`config.mk`:
```
export PLATFORM = sky130hd
export DESIGN_NAME = tx_mac_axis_arbiter_flat
export DESIGN_NICKNAME = d
export VERILOG_FILES = /design/src/rtl/mac_pkg.sv /design/src/rtl/tx_mac_axis_arbiter_if.sv /design/src/rtl/tx_mac_axis_arbiter_rr_arb2.sv /design/src/rtl/tx_mac_axis_arbiter.sv /design/src/flat_wrapper.sv
export SDC_FILE = /design/constraint.sdc
export NUM_CORES = 1
export LEC_CHECK = 0
export CAP_MARGIN = 20
export CORE_MARGIN = 3
export CORE_UTILIZATION = 27
export CTS_BUF_LIST = sky130_fd_sc_hd__clkbuf_16
export CTS_CLUSTER_SIZE = 16
export DETAILED_ROUTE_END_ITERATION = 10
export PLACE_DENSITY = 0.92
export SYNTH_ARGS = -nofsm -noshare
export SYNTH_HDL_FRONTEND = slang
export SYNTH_SLANG_ARGS = --single-unit
```
`constraint.sdc`:
```
create_clock -name i_clk -period 2.1 [get_ports i_clk]
set_input_delay 0.63 -clock i_clk [delete_from_list [all_inputs] [get_ports i_clk]]
set_output_delay 0.63 -clock i_clk [all_outputs]
set_load 0.02 [all_outputs]
```
`src/rtl/mac_pkg.sv`:
```
// Shared TX MAC definitions.
// Contents:
//   TX_IFG_WORDS  : default idle gap (32-bit words) forced after each frame
//   AXIS_DATA_W   : AXI-Stream data width of the MAC datapath
//   AXIS_KEEP_W   : matching tkeep width
//   arb_state_t   : state encoding of the TX input arbiter
//   axi_stream_t  : one AXI-Stream beat (payload only, no handshake)
package mac_pkg;

  localparam int TX_IFG_WORDS = 3;
  localparam int AXIS_DATA_W  = 32;
  localparam int AXIS_KEEP_W  = AXIS_DATA_W / 8;

  typedef enum logic [1:0] {
    IDLE = 2'd0,
    XFER = 2'd1,
    GAP  = 2'd2
  } arb_state_t;

  typedef struct packed {
    logic [AXIS_DATA_W-1:0] tdata;
    logic [AXIS_KEEP_W-1:0] tkeep;
    logic                   tlast;
  } axi_stream_t;

endpackage

```
`src/rtl/tx_mac_axis_arbiter_if.sv`:
```
// AXI-Stream bundle used on every port of the TX arbiter.
// Signals: tdata, tkeep, tvalid, tlast (source -> sink), tready (sink -> source).
// Modports:
//   master : the side that sources beats (drives tdata/tkeep/tvalid/tlast)
//   slave  : the side that sinks beats (drives tready)
interface tx_mac_axis_arbiter_if
  import mac_pkg::*;
#(
  parameter int DATA_WIDTH = AXIS_DATA_W,
  parameter int KEEP_WIDTH = AXIS_KEEP_W
);

  logic [DATA_WIDTH-1:0] tdata;
  logic [KEEP_WIDTH-1:0] tkeep;
  logic                  tvalid;
  logic                  tlast;
  logic                  tready;

  modport master (output tdata, tkeep, tvalid, tlast, input tready);
  modport slave  (input tdata, tkeep, tvalid, tlast, output tready);

endinterface

```
`src/rtl/tx_mac_axis_arbiter_rr_arb2.sv`:
```
// Combinational two-way round-robin pick.
// Ports:
//   i_valid  : request vector, bit N = requester N has a beat waiting
//   i_rr_ptr : requester that wins when both request (0 or 1)
//   o_grant  : one-hot winner, 00 when nobody requests
module rr_arb2 (
  input  logic [1:0] i_valid,
  input  logic       i_rr_ptr,
  output logic [1:0] o_grant
);

  always_comb begin
    o_grant = 2'b00;
    case (i_valid)
      2'b01:   o_grant = 2'b01;
      2'b10:   o_grant = 2'b10;
      2'b11:   o_grant = i_rr_ptr ? 2'b10 : 2'b01;
      default: o_grant = 2'b00;
    endcase
  end

endmodule

```
`src/rtl/tx_mac_axis_arbiter.sv`:
```
// Packet-granular round-robin arbiter in front of the TX MAC AXI-Stream input.
// A requester owns the output from its first accepted beat through tlast; after
// each frame the output is held idle for IFG_CYCLES cycles so the MAC can append
// CRC and honour the inter-frame gap.
// Ports:
//   i_clk, i_reset : clock and synchronous active-high reset
//   s0_axis        : requester 0 stream (slave side)
//   s1_axis        : requester 1 stream (slave side)
//   m_axis         : stream towards the TX MAC (master side)
//   o_grant        : one-hot current owner, 00 when no owner
//   o_busy         : high while a frame or its idle gap is in progress
module tx_mac_axis_arbiter
  import mac_pkg::*;
#(
  parameter int DATA_WIDTH = AXIS_DATA_W,
  parameter int KEEP_WIDTH = AXIS_KEEP_W,
  parameter int IFG_CYCLES = TX_IFG_WORDS
) (
  input  logic                        i_clk,
  input  logic                        i_reset,
  tx_mac_axis_arbiter_if.slave        s0_axis,
  tx_mac_axis_arbiter_if.slave        s1_axis,
  tx_mac_axis_arbiter_if.master       m_axis,
  output logic [1:0]                  o_grant,
  output logic                        o_busy
);

  localparam logic [3:0] GAP_LOAD = 4'(IFG_CYCLES);

  arb_state_t r_state;
  logic [1:0] r_grant;
  logic       r_rr_ptr;
  logic [3:0] r_gap_cnt;

  logic [1:0] w_pick;
  logic       w_xfer;
  logic       w_last_hs;

  rr_arb2 u_rr_arb2 (
    .i_valid  ({s1_axis.tvalid, s0_axis.tvalid}),
    .i_rr_ptr (r_rr_ptr),
    .o_grant  (w_pick)
  );

  assign w_xfer = (r_state == XFER);

  // Output mux: only the owner is connected, and only during XFER. Everything
  // else is forced to zero so the MAC never sees stale data between frames.
  always_comb begin
    m_axis.tdata   = '0;
    m_axis.tkeep   = '0;
    m_axis.tvalid  = 1'b0;
    m_axis.tlast   = 1'b0;
    s0_axis.tready = 1'b0;
    s1_axis.tready = 1'b0;
    if (w_xfer) begin
      if (r_grant[1]) begin
        m_axis.tdata   = s1_axis.tdata;
        m_axis.tkeep   = s1_axis.tkeep;
        m_axis.tvalid  = s1_axis.tvalid;
        m_axis.tlast   = s1_axis.tlast;
        s1_axis.tready = m_axis.tready;
      end else begin
        m_axis.tdata   = s0_axis.tdata;
        m_axis.tkeep   = s0_axis.tkeep;
        m_axis.tvalid  = s0_axis.tvalid;
        m_axis.tlast   = s0_axis.tlast;
        s0_axis.tready = m_axis.tready;
      end
    end
  end

  // Frame ends only on an accepted beat carrying the owner's tlast.
  assign w_last_hs = w_xfer & m_axis.tvalid & m_axis.tready & m_axis.tlast;

  always_ff @(posedge i_clk) begin
    if (i_reset) begin
      r_state   <= IDLE;
      r_grant   <= 2'b00;
      r_rr_ptr  <= 1'b0;
      r_gap_cnt <= 4'd0;
    end else begin
      case (r_state)
        IDLE: begin
          if (|w_pick) begin
            r_grant <= w_pick;
            r_state <= XFER;
          end
        end
        XFER: begin
          if (w_last_hs) begin
            // r_grant[1] is the owner's index; the other requester gets priority next.
            r_rr_ptr <= ~r_grant[1];
            r_grant  <= 2'b00;
            if (IFG_CYCLES > 0) begin
              r_gap_cnt <= GAP_LOAD;
              r_state   <= GAP;
            end else begin
              r_state <= IDLE;
            end
          end
        end
        GAP: begin
          // Counts wall-clock cycles; MAC backpressure does not extend the gap.
          r_gap_cnt <= r_gap_cnt - 4'd1;
          if (r_gap_cnt == 4'd1) begin
            r_state <= IDLE;
          end
        end
        default: begin
          r_state <= IDLE;
          r_grant <= 2'b00;
        end
      endcase
    end
  end

  assign o_grant = r_grant;
  assign o_busy  = (r_state != IDLE);

endmodule

```
`src/flat_wrapper.sv`:
```
// flat-port wrapper written by rule: the top's interface ports become plain ports
module tx_mac_axis_arbiter_flat import mac_pkg::*;
#(
  parameter int DATA_WIDTH = AXIS_DATA_W,
  parameter int KEEP_WIDTH = AXIS_KEEP_W,
  parameter int IFG_CYCLES = TX_IFG_WORDS
)
  (i_clk, i_reset, o_grant, o_busy, s0_axis_tdata, s0_axis_tkeep, s0_axis_tvalid, s0_axis_tlast, s0_axis_tready, s1_axis_tdata, s1_axis_tkeep, s1_axis_tvalid, s1_axis_tlast, s1_axis_tready, m_axis_tdata, m_axis_tkeep, m_axis_tvalid, m_axis_tlast, m_axis_tready);
  tx_mac_axis_arbiter_if #(.DATA_WIDTH(DATA_WIDTH), .KEEP_WIDTH(KEEP_WIDTH)) s0_axis_i ();
  tx_mac_axis_arbiter_if #(.DATA_WIDTH(DATA_WIDTH), .KEEP_WIDTH(KEEP_WIDTH)) s1_axis_i ();
  tx_mac_axis_arbiter_if #(.DATA_WIDTH(DATA_WIDTH), .KEEP_WIDTH(KEEP_WIDTH)) m_axis_i ();
  input  logic i_clk;
  input  logic i_reset;
  output logic [1:0] o_grant;
  output logic o_busy;
  input wire logic [$bits(s0_axis_i.tdata)-1:0] s0_axis_tdata;
  input wire logic [$bits(s0_axis_i.tkeep)-1:0] s0_axis_tkeep;
  input wire logic [$bits(s0_axis_i.tvalid)-1:0] s0_axis_tvalid;
  input wire logic [$bits(s0_axis_i.tlast)-1:0] s0_axis_tlast;
  output wire logic [$bits(s0_axis_i.tready)-1:0] s0_axis_tready;
  input wire logic [$bits(s1_axis_i.tdata)-1:0] s1_axis_tdata;
  input wire logic [$bits(s1_axis_i.tkeep)-1:0] s1_axis_tkeep;
  input wire logic [$bits(s1_axis_i.tvalid)-1:0] s1_axis_tvalid;
  input wire logic [$bits(s1_axis_i.tlast)-1:0] s1_axis_tlast;
  output wire logic [$bits(s1_axis_i.tready)-1:0] s1_axis_tready;
  output wire logic [$bits(m_axis_i.tdata)-1:0] m_axis_tdata;
  output wire logic [$bits(m_axis_i.tkeep)-1:0] m_axis_tkeep;
  output wire logic [$bits(m_axis_i.tvalid)-1:0] m_axis_tvalid;
  output wire logic [$bits(m_axis_i.tlast)-1:0] m_axis_tlast;
  input wire logic [$bits(m_axis_i.tready)-1:0] m_axis_tready;
  assign s0_axis_i.tdata = s0_axis_tdata;
  assign s0_axis_i.tkeep = s0_axis_tkeep;
  assign s0_axis_i.tvalid = s0_axis_tvalid;
  assign s0_axis_i.tlast = s0_axis_tlast;
  assign s0_axis_tready = s0_axis_i.tready;
  assign s1_axis_i.tdata = s1_axis_tdata;
  assign s1_axis_i.tkeep = s1_axis_tkeep;
  assign s1_axis_i.tvalid = s1_axis_tvalid;
  assign s1_axis_i.tlast = s1_axis_tlast;
  assign s1_axis_tready = s1_axis_i.tready;
  assign m_axis_tdata = m_axis_i.tdata;
  assign m_axis_tkeep = m_axis_i.tkeep;
  assign m_axis_tvalid = m_axis_i.tvalid;
  assign m_axis_tlast = m_axis_i.tlast;
  assign m_axis_i.tready = m_axis_tready;
  tx_mac_axis_arbiter #(.DATA_WIDTH(DATA_WIDTH), .KEEP_WIDTH(KEEP_WIDTH), .IFG_CYCLES(IFG_CYCLES)) u_core (.i_clk(i_clk), .i_reset(i_reset), .s0_axis(s0_axis_i), .s1_axis(s1_axis_i), .m_axis(m_axis_i), .o_grant(o_grant), .o_busy(o_busy));
endmodule
```
# [Word level (Yosys, flattened, before mapping)]
# Index checks and enable logic that the tools add are counted.
# Widths: inputs -> output; s select.
[totals] ram_bits=0 out_inout_bits=43 wordCells=50 mem_count=0 reg_bits=9 latch_bits=0 mem_bits_ro=0
[op_classes] n_reduce_logical=8 addsub=1 muxes=23 n_mul=0 div=0 n_lt_le_gt_ge=0 n_shift=0 eq_ne=9 bitwise=5
[op_table] operator="$mux 32" count=2
[op_table] operator="$pmux 2 s3" count=3
[op_table] operator="$mux 2" count=6
[op_table] operator="$mux 4" count=3
[op_table] operator="$mux 1" count=8
[op_table] operator="$pmux 4 s2" count=1
[op_table] operator="$eq 2x2->1 const B" count=3
[op_table] operator="$reduce_and 3->1" count=2
[op_table] operator="$eq 2x1->1 const B" count=2
[op_table] operator="$eq 4x1->1 const B" count=1
[op_table] operator="$ne 2x1->1 const B" count=2
[op_table] operator="$reduce_and 2->1" count=2
[op_table] operator="$reduce_bool 2->1" count=2
[op_table] operator="$sub 4x1->4 const B" count=1
[op_table] operator="$and 1x1->1" count=3
[op_table] operator="$logic_not 2->1" count=1
[op_table] operator="$ne 2x2->1 const B" count=1
[op_table] operator="$not 1->1" count=2
[op_table] operator="$reduce_or 2->1" count=1

# [Logic depth before layout (Yosys ltp)]
# Gate-level depths: netlist of the first run.
[logic_depth] depth_word=7 mapped_depth=5 mapped_depth_nobuf=5

# [By module]
# Synthesis of the first run repeated with hierarchy kept, for this count alone.
[hier_totals] hier_cells=143 area_unflattened_um2=1057.3
[by_module_without_submodules] mod="tx_mac_axis_arbiter" cells_each=140 n_inst=1 area_each_um2=1038.5 seq_area_each_um2=180.2
[by_module_without_submodules] mod="rr_arb2" cells_each=3 n_inst=1 area_each_um2=18.8 seq_area_each_um2=0.0

# [Least setup slack after synthesis of the first run]
# Ideal clock, no wire load.
[synth_timing] path_type="register -> output" start="reg u_core.r_grant[1], in the netlist u_core.o_grant[1]" end="out m_axis_tdata[27]" path_stages_with_launch=6 path_buffers=3 t_arrival_ns=1.430 slack_ns=0.040 path_cell_list="dfxtp_1 > buf_4 > buf_4 > buf_2 > mux2i_1 > nor2_1"
[synth_between] elab_chain_cells=2
[synth_rtl] item="from (decl)" line="tx_mac_axis_arbiter.sv:31" text="logic [1:0] r_grant;"
[synth_rtl] item="from (signal assigned)" line="tx_mac_axis_arbiter.sv:86" text="r_grant <= w_pick;"
[synth_rtl] item="$mux 32" line="tx_mac_axis_arbiter.sv:57" text="if (r_grant[1]) begin"
[synth_rtl] item="$mux 32" line="tx_mac_axis_arbiter.sv:56" text="if (w_xfer) begin"
[synth_rtl] item="to (decl)" line="flat_wrapper.sv:26" text="output wire logic [$bits(m_axis_i.tdata)-1:0] m_axis_tdata;"
# Every way passes these cells.

# [Final worst setup path of the first run]
[layout_timing] start="in s0_axis_tdata[13]" end="out m_axis_tdata[13]"
[layout_between] elab_chain_cells=2
[layout_rtl] item="from (decl)" line="flat_wrapper.sv:16" text="input wire logic [$bits(s0_axis_i.tdata)-1:0] s0_axis_tdata;"
[layout_rtl] item="$mux 32" line="tx_mac_axis_arbiter.sv:57"
[layout_rtl] item="$mux 32" line="tx_mac_axis_arbiter.sv:56"
# Every way passes these cells.

==> results.md, run 1 <==
* Hold path depth at 2
* DR DRC count at 0
* Register area share after synthesis at 0.172
* Antenna-violating nets left at 0
* Antenna Cells at 0
* Vias at 1507
* Total grt overflow at 0
* First-pass GRT wire length at 6640 um
* Port Buffers at 121
* Synth Cell Area at 1040 um^2
* Final Slew Violations at 0
* Clock transition at path regs at 0.04 ns
* Max rail drop VDD at 0.263 mV
* Master of the slowest instance on the critical path: clkdlybuf4s50_1
* Critical Path RT at 1.47 ns
* Fin crit share at 0.981
* Final WL at 4720 um
* Die X at 68.2 um
* P_leak at 1.20 nW
* Number of synthesized register bits at 9
* Final net count at 353
* Starting DRC count in detailed routing at 69
* Final Util at 0.678
* R2r worst-path depth at 7
* # setup viols final at 0
* R2R setup slack at 0.42 ns
* Synth unique cells at 30
* Area growth syn-to-layout at 129%
* WP data arrival at 1.43 ns
* Syn_area_per_cell at 7.46 um^2
* Clk sink count at 9
* Run status: completed
* Largest net degree at the start of global routing at 31
* Setup CP Type: in2out
* Clk_lat worst skew at 0.23 ns
* Placed cell areas at 2390 um^2
* Synth area leader: mux2i_1
* Crit end category: primary output
* Hold Buf Count CTS at 0
* Tightest Hold Check Type: reg2reg
* WHS Endpoint: u_core.o_grant[0]
* Filler instances at 301
* CP Launch Type: input port
* Reg area at 181 um^2
* WL/cell at 14.9 um
* Worst hold path startpoint: u_core.o_grant[0]
* Router iterations before antenna repair at 4
* Initial Util at 0.297
* CP bufs+invs at 2
* CP cell instances: clkdlybuf4s50_1, mux2i_1, nor2_1, buf_4
* F_max at 0.485 GHz
* Initial antenna violation count at 0
* H-tree depth at 1
* Final Non-Filler Cells at 317
* Post-Syn Instances at 140
* Syn_nets at 221
* CTS root buffer: clkbuf_16
* DP HPWL at 3930 um
* Post-DR vias/cell at 4.75
* Max_slew headroom at 0.714
* CTS tree: built
* Die Area at 4650 um^2
* Synth warn at 0
* Vias in the first global route at 1515
* Layout cells sized above 1 at 0.244
* Rows at 21
* RSZ-0062 raised after global routing: false
* Final min period at 2.06 ns
* Crit Reg-Reg Endpoint: u_core.r_gap_cnt[3]
* PwrDens at 440 nW/um^2
* Top-level I/O count at 122
* Worst slew pin tran at 0.423 ns
* CP top delay family: buffers and inverters
* Clock skew at 0.00132 ns
* R2r startpoint: u_core.o_grant[1]
* Post-layout instance area at 2390 um^2
* Max Cap Viol at 0
* Core Area at 3520 um^2
* Num CTS Buffers at 3
* Critical path peak fanout at 1
* Post-Place Cells at 311
* Max incr delay on CP at 0.46 ns
* Area contributors post-synth: mux2i_1 (34%), dfxtp_1 (17%), nor2_1 (17%), mux2i_2 (2.6%), ha_1 (2.4%)
* Die H at 68.2 um
* GP Congestion at 0.750
* Clock Path Buffers at 2
* GRT Total Usage at 0.188
* Final hold vios at 0
* Synth top area share at 0.345
* Multi-input logic area at 807 um^2
[worst min-delay path, stage by stage, from the launching register on]
cell and delay [ns]:
dfxtp_1 0.30, nand2b_1 0.07, o21ai_1 0.06
[how the worst max path moves through the flow]
stage	from	to	slack [ns]	depth (start not counted)
after floorplan	u_core.o_grant[1]	m_axis_tdata[27]	0.04	5
after detailed placement	m_axis_tready	s0_axis_tready	-0.49	4
after CTS	m_axis_tready	s0_axis_tready	-0.02	4
final	s0_axis_tdata[13]	m_axis_tdata[13]	0.04	4
after global placement	m_axis_tready	s0_axis_tready	-0.48	4
after global routing	s1_axis_tkeep[3]	m_axis_tkeep[3]	0.002	4
[cell usage in the layout, fill, tap and decap left out, types with 2 or more instances in the layout]
cell,Yosys,routed
inv_1,2,3
o21ai_1,2,2
dfxtp_1,9,8
nor4b_1,2,2
mux2i_2,2,2
buf_4,2,32
mux2i_1,36,36
nor3_1,3,3
nand2b_1,4,4
dlymetal6s2s_1,0,22
nor2b_1,2,2
buf_2,4,22
a21oi_1,2,2
clkbuf_16,0,3
nor2_1,46,46
ha_1,2,2
nand3_1,2,2
clkdlybuf4s50_1,0,58
nand2_1,4,4
buf_12,0,2
[registers in the layout (all words and copies together), names as in the netlist]
signal,cells
u_core.r_state,2
u_core.r_gap_cnt,4
u_core.o_grant,2
u_core.r_rr_ptr,1
[power by group]
| group | total, mW | switching [mW] | internal, mW | leakage (nW) |
|---|---|---|---|---|
| Combinational | 0.532 | 0.246 | 0.286 | 1.09 |
| Clock | 0.329 | 0.0807 | 0.248 | 0.0423 |
| Sequential | 0.189 | 0.00725 | 0.182 | 0.0739 |
[metal layers]
metal	global-route usage	up-vias	routed length, um
li1	-	742	-
met1	0.202	678	1680
met2	0.349	76	2530
met3	0.0493	11	391
met4	0.0645	0	114
met5	0	-	0
[logic make-up (layout without fill, tap and decap cells)]
logic type	after synthesis	after routing	synth area share
compound gates	9	9	0.0647
xor+xnor	1	1	0.00838
fa+ha+maj	2	2	0.0239
buf+inv	12	143	0.0551
flops	9	9	0.172
mux	38	38	0.371
simple gates	69	69	0.304
[metrics by stage]
| step | hold slack [ns] | setup TNS [ns] | total power, mW | setup WS (ns) |
|---|---|---|---|---|
| after floorplan | 0.475 | 0 | 0.437 | 0.0399 |
| after global placement | 0.459 | -15.22 | 0.759 | -0.483 |
| after detailed placement | 0.471 | -16.08 | 0.771 | -0.490 |
| after CTS | 0.483 | -0.0222 | 1.06 | -0.0222 |
| after global routing | 0.519 | 0 | 1.11 | 0.00150 |
| final | 0.481 | 0 | 1.05 | 0.0401 |
[repair_timing]
| item | 4_1_cts | 5_1_grt |
|---|---|---|
| buffers inserted | 2 | 0 |
| endpoints found under the setup margin | 41 | 19 |
| cloned | 0 | 0 |
| gates resized for setup | 163 | 38 |
| pin swaps | 0 | 13 |
[layout make-up]
class                   count  share of cell area
repair buffers            137               0.526
multi-input cells         119               0.338
flip-flops and latches      9              0.0760
clock buffers               3              0.0314
well taps                  46              0.0241
inverters                   2             0.00314
clock inverters             1             0.00157
[synthesized netlist by cell type (all sizes together)]
cell     n
nor4b    2
inv      2
nand3    2
a211oi   2
or2      1
dfxtp    9
a21oi    2
nor4     1
nand2    4
nor3     4
o31a     1
clkbuf   2
nor2b    2
xor2     1
and2b    1
o21ai    2
o221a    1
nand2b   4
ha       2
and3     1
nand3b   1
buf      8
nor2    46
a21o     1
mux2i   38
(Power assumes the default switching activity.)
==> run 2: changes to the inputs <==
- PLACE_DENSITY: 0.92 -> 0.91
- SYNTH_HIERARCHICAL: default -> 1
==> run 2 against run 1 <==
  * Register-to-register slack got worse by 0.03 ns
  * Largest cell class unchanged
  * Synthesized cell count increased by 2.1%
  * Power increased by 1.7%
  * Wire length increased by 0.64%
  * Cell count increased by 0.63%
  * Sequential share of layout area about the same
  * Sequential cell count unchanged
  * Hold slack got worse by 0.0043 ns
  * Highest routed layer unchanged
==> results.md, run 2 <==
* Top-level I/O count at 122 (unchanged)
* Vias at 1453 (-3.6%)
* R2r worst-path depth at 5 (-2)
* RSZ-0062 raised after global routing: false
* Layout cells sized above 1 at 0.267 (+0.0231)
* Synth area leader: mux2i_1
* DP HPWL at 3990 um (+1.7%)
* Clk sink count at 9 (unchanged)
* Die H at 68.6 um (+0.54%)
* Post-DR vias/cell at 4.55 (-4.2%)
* Tightest Hold Check Type: reg2reg
* Area growth syn-to-layout at 125%
* Die Area at 4700 um^2 (+1.1%)
* Largest net degree at the start of global routing at 29 (-6.5%)
* Clk_lat worst skew at 0.23 ns (about the same)
* Die X at 68.6 um (+0.54%)
* Router iterations before antenna repair at 4 (unchanged)
* Run status: completed
* P_leak at 1.15 nW (-4.4%)
* PwrDens at 449 nW/um^2 (+2.0%)
* Final min period at 2.08 ns (+0.0161 ns)
* Number of flip-flops in the largest register at 4 (unchanged)
* Synth unique cells at 30 (unchanged)
* DR DRC count at 0 (unchanged)
* Post-Syn Instances at 143 (+2.1%)
* Max Cap Viol at 0 (unchanged)
* F_max at 0.482 GHz (-0.78%)
* Leading cell types in the layout, fill and taps excluded: clkdlybuf4s50_1 (58), mux2i_1 (36), nor2_1 (35)
* Final setup margin at 0.0239 ns (-0.0161 ns)
* Worst slack, placed at -0.601 ns (-0.111 ns)
* Starting DRC count in detailed routing at 49 (-29%)
* CP Launch Type: input port
* Register area share after synthesis at 0.170 (-0.00204)
* CP cell instances: dlygate4sd2_1, mux2_4, and2_4, buf_6
* Rows at 22 (+4.8%)
* Most common cell in the synthesized netlist: nor2_1
* Top reg by flops: u_core/r_gap_cnt
* Master of the slowest instance on the critical path: mux2_4
* Clock Path Buffers at 2 (unchanged)
* H-tree depth at 1 (unchanged)
* Max incr delay on CP at 0.28 ns (-0.18 ns)
* Number of synthesized register bits at 9 (unchanged)
* WHS Endpoint: u_core/o_grant[0]
* Num CTS Buffers at 3 (unchanged)
* Clock transition at path regs at 0.04 ns (about the same)
* R2R setup slack at 0.39 ns (-0.03 ns)
* # setup viols final at 0 (unchanged)
* Final Slew Violations at 0 (unchanged)
* Final WL at 4750 um (+0.64%)
* Crit end category: primary output
* Post-Place Cells at 313 (+0.64%)
* Vias in the first global route at 1521 (+0.40%)
* Crit Reg-Reg Endpoint: u_core/r_gap_cnt[3]
* Syn_area_per_cell at 7.39 um^2 (-0.93%)
* Most instantiated cells after synthesis: nor2_1 (42), mux2i_1 (36), dfxtp_1 (9)
* Hold Buf Count CTS at 0 (unchanged)
* Core Area at 3720 um^2 (+5.5%)
* Critical Path RT at 1.47 ns (about the same)
* Final Non-Filler Cells at 319 (+0.63%)
* Primary FF master, synth: dfxtp_1
* Setup CP Type: in2out
* Final hold vios at 0 (unchanged)
* Commonest non-fill, non-tap cell in the layout: clkdlybuf4s50_1
* GP Congestion at 0.787 (+5.0%)
* Syn_nets at 224 (+1.4%)
* WP data arrival at 1.45 ns (+0.02 ns)
* Synth Cell Area at 1060 um^2 (+1.2%)
* Worst slew pin tran at 0.535 ns (+0.112 ns)
* Clock skew at 0.000286 ns (-0.00103 ns)
* Critical path peak fanout at 3 (+2)
* Fin crit share at 0.989 (+0.00767)
* WL/cell at 14.9 um (about the same)
* GRT Total Usage at 0.196 (+0.00803)
* CTS root buffer: clkbuf_16
* Total grt overflow at 0 (unchanged)
* First-pass GRT wire length at 6760 um (+1.8%)
* Antenna-violating nets left at 0 (unchanged)
* Worst hold path startpoint: u_core/o_grant[0]
* CTS tree: built
* Async SR Flop Fraction at 0 (unchanged)
* Final net count at 352 (-0.28%)
* Synth top area share at 0.341 (-0.00408)
* Max rail drop VDD at 0.203 mV (-23%)
* Hold path depth at 2 (unchanged)
* Synth warn at 6 (+6)
* R2r startpoint: u_core/o_grant[1]
* Port Buffers at 121 (unchanged)
* Max_slew headroom at 0.642 (-0.0714)
* Initial antenna violation count at 1 (+1)
* Area contributors post-synth: mux2i_1 (34%), dfxtp_1 (17%), nor2_1 (15%), mux2_4 (2.8%), ha_1 (2.4%)
* Initial Util at 0.285 (-0.0122)
* Number of synthesized flops with an enable pin at 0 (unchanged)
[run 2: power breakdown]
part	total [mW]	switching [mW]	internal, mW
sequential	0.194	0.0119	0.182
combinational	0.546	0.252	0.294
clock	0.329	0.0803	0.248
total	1.07	0.344	0.724
[run 2: cells by family (layout without fill, tap and decap cells)]
group / after synthesis / after routing / synth area share
and+or+nand+nor: 66 / 66 / 0.283
muxes: 38 / 38 / 0.369
adders and majority gates: 2 / 2 / 0.0237
AOI/OAI and AO/OA: 12 / 12 / 0.0758
other: 0 / 1 / 0
buffers and inverters: 15 / 142 / 0.0698
xor gates and xnor gates: 1 / 1 / 0.00829
DFF: 9 / 9 / 0.170
[run 2: final cells by class]
| cell class | instances | area (um^2) |
|---|---|---|
| Timing Repair Buffer | 135 | 1220 |
| Clock buffer | 3 | 75.1 |
| Fill cell | 316 | 1340 |
| Sequential cell | 9 | 181 |
| Multi-Input combinational cell | 119 | 826 |
| Clock inverter | 1 | 3.75 |
| Inverter | 3 | 11.3 |
| Antenna cell | 1 | 2.50 |
| Tap cell | 48 | 60.1 |
[run 2: through the flow]
step                      hold WS [ns]  setup TNS (ns)  instance area, um^2   util  power [mW]
after floorplan                  0.455          -0.160                 1070      -       0.455
after global placement           0.474          -15.85                 2410  0.648       0.785
after detailed placement         0.481          -16.55                 2410  0.648       0.792
after CTS                        0.489               0                 2300  0.618        1.07
after global routing             0.512               0                 2380  0.641        1.13
final                            0.477               0                 2380  0.641        1.07
[run 2: worst max-delay path: cells and delay by family]
kind	cells	cell delay [ns]
buffers and inverters	2	0.37
AND/OR/NAND/NOR	1	0.16
multiplexers	1	0.28
[run 2: worst max-delay path by stage]
| stage | endpoint | cells after the start | slack, ns | start |
|---|---|---|---|---|
| floorplan | m_axis_tdata[0] | 4 | -0.008 | u_core/o_grant[1] |
| detailed placement | m_axis_tvalid | 4 | -0.60 | s0_axis_tvalid |
| global route | m_axis_tdata[10] | 4 | 0.00007 | s1_axis_tdata[10] |
| finish | m_axis_tvalid | 4 | 0.02 | s1_axis_tvalid |
| CTS | m_axis_tvalid | 4 | 0.007 | s0_axis_tvalid |
| global placement | m_axis_tvalid | 4 | -0.59 | s0_axis_tvalid |
[run 2: routing by layer]
metal | up-vias | routed length, um | GRT usage
met5 | - | 0 | 0
met4 | 0 | 99 | 0.0844
met3 | 9 | 508 | 0.0778
met2 | 66 | 2500 | 0.347
met1 | 636 | 1630 | 0.202
li1 | 742 | - | -
[run 2: repair_timing]
action,in CTS,in global routing
buffers inserted,0,1
setup endpoints to repair,41,16
pin swaps,2,7
resized for setup,174,30
==> variant 1: new RTL, settings of run 1 <==
The 3 states of `arb_state_t` get a one-hot encoding in 3 bits.
--- a/src/rtl/mac_pkg.sv
+++ b/src/rtl/mac_pkg.sv
@@ -12,8 +12,8 @@
   localparam int AXIS_KEEP_W  = AXIS_DATA_W / 8;
 
-  typedef enum logic [1:0] {
-    IDLE = 2'd0,
-    XFER = 2'd1,
-    GAP  = 2'd2
+  typedef enum logic [2:0] {
+    IDLE = 3'b001,
+    XFER = 3'b010,
+    GAP  = 3'b100
   } arb_state_t;
 
Formal check against the unedited RTL: same outputs for any inputs over 10 cycles, from zero or initial values and one cycle with i_reset high; not proved beyond that.
==> variant 1 against run 1 <==
  * Sequential share of layout area rose by 0.73 points
  * Routed wire length rose by 2.4%
  * Worst setup slack got worse by 0.0072 ns
  * Design area rose by 1.3%
  * Clock skew rose by 0.0022 ns
  * Synthesized area rose by 11%
  * Sequential cell count rose by 1
  * Count of clock-buffer cells in the layout did not move
  * Total power fell by 6.9%
  * Critical endpoint is now m_axis_tdata[1]
==> variant 1: results (changes against run 1) <==
[status]
outcome=finished clean

[sta]
worst_clock_skew_ns=0.00354  ; +0.00223 ns
slew_headroom_pct=79.1  ; +7.7 points
slew_viol_final=0  ; unchanged

[yosys]
ys_types=28  ; -6.7%
netlist_top_cells_count=nor2_1 (47), mux2i_1 (39), dfxtp_1 (10)
yosys-top-cells-area=mux2i_1 (34%), dfxtp_1 (17%), nor2_1 (15%)
synthArstFlopShare_pct=0  ; unchanged
synth_warnings=0  ; unchanged
synth_nets=231  ; +4.5%
seq_area_frac_synth_pct=17.3  ; about the same
ys.flop_type=dfxtp_1

[worst_setup_path]
crit_fanout=1  ; unchanged
regToRegEndpoint=u_core.r_gap_cnt[0]
crit_start=s1_axis_tdata[1]
r2r_slack_ns=0.76  ; +0.34 ns
rr_startpoint=u_core.o_grant[1]
ff2ff_path_depth=5  ; -2

[grt]
grt_max_degree=39  ; +26%
first_global_vias=1454  ; -4.0%
grt_use_total_pct=17.5  ; -1.3 points
antenna_found_initial=0  ; unchanged
grt_pass1_wl_um=7290  ; +9.8%

[worst_hold_path]
hold_depth=1  ; -1
hp-class=reg -> reg
whs_endpoint=u_core.o_grant[0]
hold_start=u_core.o_grant[0]

[clock_tree]
worstSkewPairLatency_ns=0.24
cts_made_buffers=3  ; unchanged
cts_root_buf=clkbuf_16
htreeDepth=1  ; unchanged
clk_pin_slew_ns=0.04  ; about the same

[layout]
drive_gt1_share_pct=22.4  ; -2.0 points
nets=360  ; +2.0%
largest_reg_flops=4  ; unchanged
regMostFlops=u_core.r_gap_cnt
seq_area_um2=201  ; +11%
num-fill-cells=360  ; +20%
insertedDiodeCount=0  ; unchanged

[power]
p_leak_nw=1.09  ; -9.4%
ir_drop_mv=0.377  ; +44%

[routing]
detailedRoute.firstPassIterationCount=4  ; unchanged
drt_iter0_markers=33  ; -52%
viasPerCell=4.80  ; +0.87%
avgRoutedWirePerCell_um=14.8  ; -0.71%

[placed_design]
place_ws_ns=-0.598  ; -0.108 ns
port_buffers=121  ; unchanged
dpl_cell_area_mm2=0.00250  ; +4.2%
hpwlAfterDp_um=3910  ; -0.37%
globalplace.congestion=0.853  ; +14%

-- variant 1: metal layers --
metal	global-route usage [%]	share of wire, %
met4	4.80	1.1
met5	0	0
met3	3.79	10
met2	31.5	51
met1	20.7	38
-- variant 1: where the power goes --
group          switching, mW  internal [mW]  total [mW]
clock network         0.0868          0.247       0.333
logic                  0.188          0.248       0.436
registers            0.00744          0.201       0.208
total                  0.282          0.696       0.978
-- variant 1: cells by family after synthesis --
logic type               count (synthesis)  share of synthesized area (%)
XOR/XNOR                                 2                           1.51
adder cells (fa/ha/maj)                  2                           2.16
AND/OR/NAND/NOR                         71                           30.2
flip-flops                              10                           17.3
multiplexers                            39                           33.7
AO/OA/AOI/OAI                           12                           8.31
buffers and inverters                   14                           6.90
-- variant 1: through the flow --
step	TNS (ns)	total power [mW]	instances	hold slack, ns
floorplan	0	0.412	150	0.474
global placement	-15.19	0.667	324	0.469
detailed placement	-15.87	0.675	324	0.470
CTS	0	0.981	327	0.490
global route	-0.0285	1.02	327	0.515
finish	0	0.978	327	0.496
-- variant 1: worst max-delay path by stage --
stage	end	slack [ns]
5_1_grt	m_axis_tdata[13]	-0.03
6_report	m_axis_tdata[1]	0.03
4_1_cts	m_axis_tvalid	0.003
3_5_place_dp	s0_axis_tready	-0.60
3_3_place_gp	s0_axis_tready	-0.57
2_1_floorplan	m_axis_tdata[14]	0.17
-- variant 1: cell type report --
class	count	share of cell area, %
clock buffers	3	3.10
well taps	50	2.59
inverters	3	0.466
multi-input cells	126	36.5
flip-flops and latches	10	8.33
repair buffers	135	49.0
-- variant 1: critical path, stage by stage --
cell	delay, ns
clkdlybuf4s50_1	0.47
mux2i_1	0.08
nor2_1	0.09
buf_2	0.17
-- variant 1: what timing repair did --
item                       4_1_cts  5_1_grt
pin swaps                        0        4
buffers inserted                 0        0
resized for setup              166       19
setup endpoints to repair       42       10
==> variant 2: new RTL, config.mk and constraints of run 1 <==
Made on the original files. Change the package constant `AXIS_DATA_W` from 32 to 28.
--- a/src/rtl/mac_pkg.sv
+++ b/src/rtl/mac_pkg.sv
@@ -9,5 +9,5 @@
 
   localparam int TX_IFG_WORDS = 3;
-  localparam int AXIS_DATA_W  = 32;
+  localparam int AXIS_DATA_W  = 28;
   localparam int AXIS_KEEP_W  = AXIS_DATA_W / 8;
 
Interface: changed (6 resized); port bits go from 122 to 107. No check against the original RTL was run, so the function may have changed too.
==> variant 2 against run 1 <==
  * Worst setup slack worse by 0.0077 ns
  * Maximum frequency down 0.37%
  * Synthesized area down 7.1%
  * Synthesized cell count down 7.9%
  * Non-clock buffer count down 18
  * Sequential share of layout area up 0.91 points
  * Sequential cell count unchanged
  * Design area down 11%
  * Total power down 6.8%
  * Die area down 6.5%
  * Routed wire length down 19%
  * Sequential power about the same
==> variant 2: results (changes against run 1) <==
[power]
switching_share_pct=30.5  ; -1.2 points
ir_drop_mv=0.341  ; +30%

[yosys]
synthAdderAreaFrac_pct=2.58  ; +0.18 points
netlist_top_cells_count=nor2_1 (41), mux2i_1 (31), dfxtp_1 (9)
synth_nets=200  ; -9.5%
ys_types=29  ; -3.3%
yosys-top-cells-area=mux2i_1 (32%), dfxtp_1 (19%), nor2_1 (16%)
syn_inst=129  ; -7.9%
seq_area_frac_synth_pct=18.6  ; +1.3 points
synthXorXnorAreaFrac_pct=0.902  ; +0.064 points
muxShareOfSynthArea_pct=34.8  ; -2.3 points
synth_compound_area_share_pct=6.96  ; +0.49 points

[placed_design]
dp_cells=284  ; -8.7%
port_buffers=106  ; -12%
globalplace.congestion=0.800  ; +6.7%
dpl_cell_area_mm2=0.00216  ; -9.8%
hpwlAfterDp_um=3170  ; -19%

[layout]
multi_input_area_share_pct=34.6  ; +0.82 points
nMultiInputCombCells=109  ; -8.4%
seq_share_pct=8.51  ; +0.91 points
num-fill-cells=296  ; -1.7%
drive_gt1_share_pct=23.9  ; -0.49 points
nonClkBufAreaFrac_pct=50.1  ; -2.5 points
fin_util_pct=62.9  ; -4.9 points
clock_area_share_pct=3.70  ; +0.40 points
nets=315  ; -11%

[grt]
grtUsageMet1_pct=17.6  ; -2.6 points
grt_max_degree=35  ; +13%
use_met2_pct=31.3  ; -3.6 points
first_global_vias=1264  ; -17%
grt_use_total_pct=16.0  ; -2.7 points
grt_pass1_wl_um=5580  ; -16%

[routing]
viasPerCell=4.55  ; -4.3%
detailedRoute.firstPassIterationCount=2  ; -2
wl_met1_um=1430  ; -15%
wirelength_um=3810  ; -19%
wl_met2_um=2110  ; -17%

[clock_tree]
cts-resized-gates=144  ; -12%
post_cts_buffers=1  ; -1

[worst_setup_path]
regToRegEndpoint=u_core.r_gap_cnt[1]
r2r_slack_ns=0.46  ; +0.04 ns

[worst_hold_path]
hold_start=u_core.o_grant[0]

[sta]
worst_clock_skew_ns=0.000395  ; -0.000923 ns

[status]
outcome=finished clean

[variant 2: cell types whose count changed after synthesis]
cell	before	now
clkbuf_1	2	5
buf_1	2	0
buf_4	2	0
mux2i_1	36	31
buf_2	4	3
buf_6	0	1
nor2_1	46	41
[variant 2: metrics by stage]
step	setup slack [ns]	hold slack [ns]	setup TNS, ns
after floorplan	0.194	0.475	0
after global placement	-0.461	0.457	-13.23
after detailed placement	-0.494	0.462	-13.92
after CTS	-0.0265	0.469	-0.0265
after global routing	0.000130	0.503	0
final	0.0324	0.466	0
[variant 2: power by group through the flow]
| stage | sequential (mW) | combinational [mW] | clock, mW |
|---|---|---|---|
| floorplan | 0.195 | 0.217 | 0 |
| global placement | 0.191 | 0.502 | 0 |
| detailed placement | 0.192 | 0.512 | 0 |
| CTS | 0.189 | 0.463 | 0.334 |
| global route | 0.190 | 0.500 | 0.343 |
| finish | 0.189 | 0.466 | 0.324 |
